<file path="src/rtl/pipo_load_arbiter.sv">
// pipo_load_arbiter: round-robin loader of a shared PIPO register with minimum hold time.
// Define PIPO_ARB_FIXED_PRI_EN for fixed lowest-index-wins priority (no rr pointer).
module pipo_load_arbiter #(
  parameter int WIDTH       = 4,
  parameter int NREQ        = 4,
  parameter int HOLD_CYCLES = 2,
  localparam int IW = (NREQ > 1) ? $clog2(NREQ) : 1,
  localparam int CW = (HOLD_CYCLES > 1) ? $clog2(HOLD_CYCLES) : 1
) (
  input  logic                  clk,
  input  logic                  rst,
  input  logic                  clr,
  input  logic [NREQ-1:0]       req,
  input  logic [NREQ*WIDTH-1:0] din,
  output logic [NREQ-1:0]       gnt,
  output logic [WIDTH-1:0]      po,
  output logic                  po_valid,
  output logic [IW-1:0]         po_owner
);
  typedef enum logic {IDLE, HOLD} state_e;
  state_e state_q, state_d;
  logic [CW-1:0] cnt_q, cnt_d;
  logic [NREQ-1:0] gnt_q, gnt_d;
  logic [WIDTH-1:0] po_q, po_d;
  logic valid_q, valid_d;
  logic [IW-1:0] owner_q, owner_d, win;
  logic arb, load;
`ifndef PIPO_ARB_FIXED_PRI_EN
  logic [IW-1:0] ptr_q, ptr_d;
  int j;
`endif
  // Scan downward so the lowest offset from the start point wins last.
  always_comb begin
    win = '0;
    for (int k = NREQ - 1; k >= 0; k--) begin
`ifdef PIPO_ARB_FIXED_PRI_EN
      if (req[k]) win = IW'(k);
`else
      j = int'(ptr_q) + k;
      j = (j >= NREQ) ? j - NREQ : j;
      if (req[j]) win = IW'(j);
`endif
    end
  end
  assign arb  = (state_q == IDLE) || (cnt_q == '0);
  assign load = arb && (|req) && !clr;
  always_comb begin
    state_d = clr ? IDLE : load ? HOLD : arb ? IDLE : HOLD;
    cnt_d   = (clr || (arb && !load)) ? '0 : load ? CW'(HOLD_CYCLES - 1) : cnt_q - 1'b1;
    gnt_d   = load ? NREQ'(1) << win : '0;
    po_d    = clr ? '0 : load ? din[win*WIDTH +: WIDTH] : po_q;
    valid_d = clr ? 1'b0 : load ? 1'b1 : valid_q;
    owner_d = load ? win : owner_q;
`ifndef PIPO_ARB_FIXED_PRI_EN
    ptr_d   = !load ? ptr_q : (win == IW'(NREQ - 1)) ? '0 : win + 1'b1;
`endif
  end
  always_ff @(posedge clk or negedge rst) begin
    if (!rst) begin
      state_q <= IDLE;
      cnt_q   <= '0;
      gnt_q   <= '0;
      po_q    <= '0;
      valid_q <= 1'b0;
      owner_q <= '0;
`ifndef PIPO_ARB_FIXED_PRI_EN
      ptr_q   <= '0;
`endif
    end else begin
      state_q <= state_d;
      cnt_q   <= cnt_d;
      gnt_q   <= gnt_d;
      po_q    <= po_d;
      valid_q <= valid_d;
      owner_q <= owner_d;
`ifndef PIPO_ARB_FIXED_PRI_EN
      ptr_q   <= ptr_d;
`endif
    end
  end
  assign gnt      = gnt_q;
  assign po       = po_q;
  assign po_valid = valid_q;
  assign po_owner = owner_q;
endmodule

</file>
<file path="config.mk">
export PLATFORM = sky130hd
export DESIGN_NAME = pipo_load_arbiter
export DESIGN_NICKNAME = d
export VERILOG_FILES = /design/src/rtl/pipo_load_arbiter.sv
export SDC_FILE = /design/constraint.sdc
export NUM_CORES = 1
export LEC_CHECK = 0
export CAP_MARGIN = 10
export CORE_MARGIN = 2
export CORE_UTILIZATION = 41
export DETAILED_ROUTE_END_ITERATION = 12
export PLACE_DENSITY = 0.84
export SLEW_MARGIN = 10
export SYNTH_ARGS = -nofsm -noshare
export SYNTH_HDL_FRONTEND = slang
export SYNTH_SLANG_ARGS = --single-unit
</file>
<file path="constraint.sdc">
create_clock -name clk -period 1.65 [get_ports clk]
set_input_delay 0.495 -clock clk [delete_from_list [all_inputs] [get_ports clk]]
set_output_delay 0.495 -clock clk [all_outputs]
set_load 0.02 [all_outputs]
</file>
==> flow_metrics.env <==
export IMPL_via_count=702
export IMPL_drc=0
export IMPL_nNetsFinal=147
export IMPL_synth_fa_ha_area_share_pct=6.16
export IMPL_p_leak_nw=0.623
export IMPL_yosys_warnings=0
export IMPL_cap_viol_max_count=0
export IMPL_rsz0062_at_grt="yes"
export IMPL_hp_class="reg -> reg"
export IMPL_dieArea_um2=2350
export IMPL_drt_iter0_markers=6
export IMPL_final_area_um2=1290
export IMPL_io_pins=34
export IMPL_viasPerCell=4.81
export IMPL_routed_wl_um=1900
export IMPL_post_route_period_util_pct=96.2
export IMPL_dpl_cell_count=142
export IMPL_cts_max_path_buffers=2
export IMPL_cp_slowest_cell="a211o_1"
export IMPL_synthXorXnorAreaFrac_pct=0
export IMPL_gr_total_overflow=0
export IMPL_ys_flop_type="dfrtp_1"
export IMPL_cp_depth=7
export IMPL_io_buffers=33
export IMPL_syn_inst=75
export IMPL_fin_cells=146
export IMPL_slew_headroom_pct=83.5
export IMPL_place_area_um2=1220
export IMPL_critPathKind="in -> reg"
export IMPL_hold_path_depth=2
export IMPL_status="completed"
export IMPL_layout_min_cycle_time_ns=1.59
export IMPL_rr_startpoint="ptr_q[0]$_DFFE_PN0P_"
export IMPL_post_dp_hpwl_um=1440
export IMPL_fin_skew_ns=0.000890
export IMPL_cp_endpoint="gnt[2]$_DFF_PN0_"
export IMPL_r2r_slack_ns=0.06
export IMPL_yosys_area_top_type="dfrtp_1"
export IMPL_n_antenna_cell=0
export IMPL_cp_data_arrival_time_ns=1.77
export IMPL_cp_start_kind="input port"
export IMPL_cp_buffers_inverters=3
export IMPL_ys_ff_latch=15
export IMPL_yosysTopAreaCellShare_pct=46.2
export IMPL_antenna_left=0
export IMPL_grt_pass1_vias=736
export IMPL_slew_viol_final=0
export IMPL_hold_violations=0
export IMPL_slowest_delay_ns=0.31
export IMPL_cts_root_buffer="clkbuf_4"
export IMPL_rr_worst_depth=7
export IMPL_tightest_slew_ns=0.245
export IMPL_holdBufCountCts=0
export IMPL_synth_edf_count=0
export IMPL_syn_area_per_cell_um2=10.8
export IMPL_power_density_nw_per_um2=1120
export IMPL_syn_to_final_growth_pct=59.3
export IMPL_crit_chain="clkdlybuf4s15_1, a211o_1, a21oi_2, buf_6, inv_2, ha_1, and2_1"
export IMPL_routedWlPerCell_um=13.0
export IMPL_core_um2=1920
export IMPL_post_cts_buffers=0
export IMPL_netlist_top_cells_area="dfrtp_1 46%, mux2i_1 9.9%, o221ai_2 7.4%, ha_1 6.2%, nand2_1 5.5%"
export IMPL_finalWeightedCongestion=0.743
export IMPL_setup_tns_ns=0
export IMPL_syn_nets=102
export IMPL_clock_latency_ns=0.28
export IMPL_antenna_found_initial=0
export IMPL_cpLargestDelayFamily="compound AO/OA/AOI/OAI gates"
export IMPL_vdd_drop_max_mv=0.612
export IMPL_drive_gt1_share_pct=29.4
export IMPL_synthMuxAreaShare_pct=9.86
export IMPL_cts_sinks=15
export IMPL_end_kind="flop"
export IMPL_die_y_um=48.5
export IMPL_synth_simple_gate_area_share_pct=14.8
export IMPL_cts_tree="yes"
export IMPL_synthesis_area_um2=812
export IMPL_synth_compound_area_share_pct=17.1
export IMPL_num_rows=16
export IMPL_synth_cell_types=25
export IMPL_cts_made_buffers=3
export IMPL_ys_seq_area_share_pct=46.2
export IMPL_reg2reg_to="gnt[2]$_DFF_PN0_"
export IMPL_fp_dieW_um=48.5
export IMPL_htree_levels=1
export IMPL_start_util_pct=42.3
export IMPL_grt_use_total_pct=17.9
export IMPL_firstDrtPassIters=4
export IMPL_p_total_mw=1.45
export IMPL_cp_startpoint="req[2]"
export IMPL_crit_required_ns=1.83
export IMPL_cp_max_fo=7
export IMPL_ys_async_sr_fraction_pct=100
export IMPL_path_clk_slew_ns=0.09
export IMPL_grt_pass1_wl_um=3280
export IMPL_finalSetupViolCount=0
export IMPL_holdWs_ns=0.493
export IMPL_grt_max_degree=16
export IMPL_fmax_mhz=630
export IMPL_synth_top_family_by_area="compound AO/OA/AOI/OAI gates"
==> Yosys cell counts, types with 2 or more instances <==
master    count
dfrtp_1      15
nand2_1      12
mux2i_1       8
inv_1         6
and2_1        4
ha_1          4
o221ai_2      4
a21oi_1       3
nand2_2       2
nor2b_1       2
==> power breakdown <==
group | internal [mW] | total, mW | switching, mW
Clock | 0.0901 | 0.212 | 0.122
Sequential | 0.458 | 0.519 | 0.0617
Combinational | 0.364 | 0.721 | 0.357
==> registers in the layout, indices dropped and copies added, names as in the netlist <==
register and count:
cnt_q 1, po 4, gnt 4, po_valid 1
ptr_q 2, po_owner 2, state_q 1
==> stage by stage <==
stage | setup WS (ns) | util [%]
after floorplan | 0.0190 | -
after global placement | -0.499 | 63.7
after detailed placement | -0.567 | 63.7
after CTS | 0.00982 | 65.4
after global routing | -0.0413 | 67.3
final | 0.0629 | 67.3
==> worst reg2reg max path, delay by kind of cell, from the launching register on <==
family	cells	cell delay, ns
and+or+nand+nor	2	0.19
DFF	1	0.42
AOI/OAI and AO/OA	2	0.47
buffers and inverters	2	0.24
adders and majority gates	1	0.16
==> area by class of cell <==
type / count / area [um^2]
Timing Repair Buffer: 42 / 380
Inverter: 7 / 28.8
Multi-Input combinational cell: 51 / 445
Fill cell: 162 / 628
Clock buffer: 3 / 22.5
Tap cell: 27 / 33.8
Sequential cell: 15 / 378
Clock inverter: 1 / 5.00
==> per-layer routing <==
layer / vias up / routed length, um / GRT usage (%)
li1: 344 / - / -
met1: 332 / 809 / 22.8
met2: 23 / 986 / 30.3
met3: 3 / 87 / 4.01
met4: 0 / 16 / 5.71
met5: - / 0 / 0
==> worst min path at each step <==
stage	from	end	slack, ns
2_1_floorplan	rst	cnt_q$_DFF_PN0_	0.20
3_5_place_dp	po_owner[1]$_DFFE_PN0P_	po_owner[1]$_DFFE_PN0P_	0.47
5_1_grt	rst	po[2]$_DFFE_PN0P_	0.52
6_report	po_owner[0]$_DFFE_PN0P_	po_owner[0]$_DFFE_PN0P_	0.49
3_3_place_gp	po_owner[0]$_DFFE_PN0P_	po_owner[0]$_DFFE_PN0P_	0.48
4_1_cts	po_owner[0]$_DFFE_PN0P_	po_owner[0]$_DFFE_PN0P_	0.50
==> logic make-up after synthesis <==
group | Yosys count
mux | 8
compound gates | 15
simple gates | 24
flops | 15
fa+ha+maj | 4
buf+inv | 9
==> placed cells by master, fill, tap and decap left out, drive strengths merged <==
cell	instances
clkdlybuf4s50	18
dfrtp	15
nand2	14
dlygate4sd2	12
buf	10
mux2i	8
inv	7
o221ai	5
and2	4
ha	4
a21oi	4
clkbuf	4
nor2b	2
or3b	1
o21bai	1
o211a	1
a211o	1
nor2	1
nor4	1
a21o	1
or2	1
o21ai	1
o31ai	1
clkinv	1
clkdlybuf4s15	1
==> timing repair <==
action | in CTS | in global routing
pin swaps | 3 | 4
resized for setup | 26 | 10
endpoints found under the setup margin | 23 | 11
No activity file was read; power rests on OpenSTA's default activity.
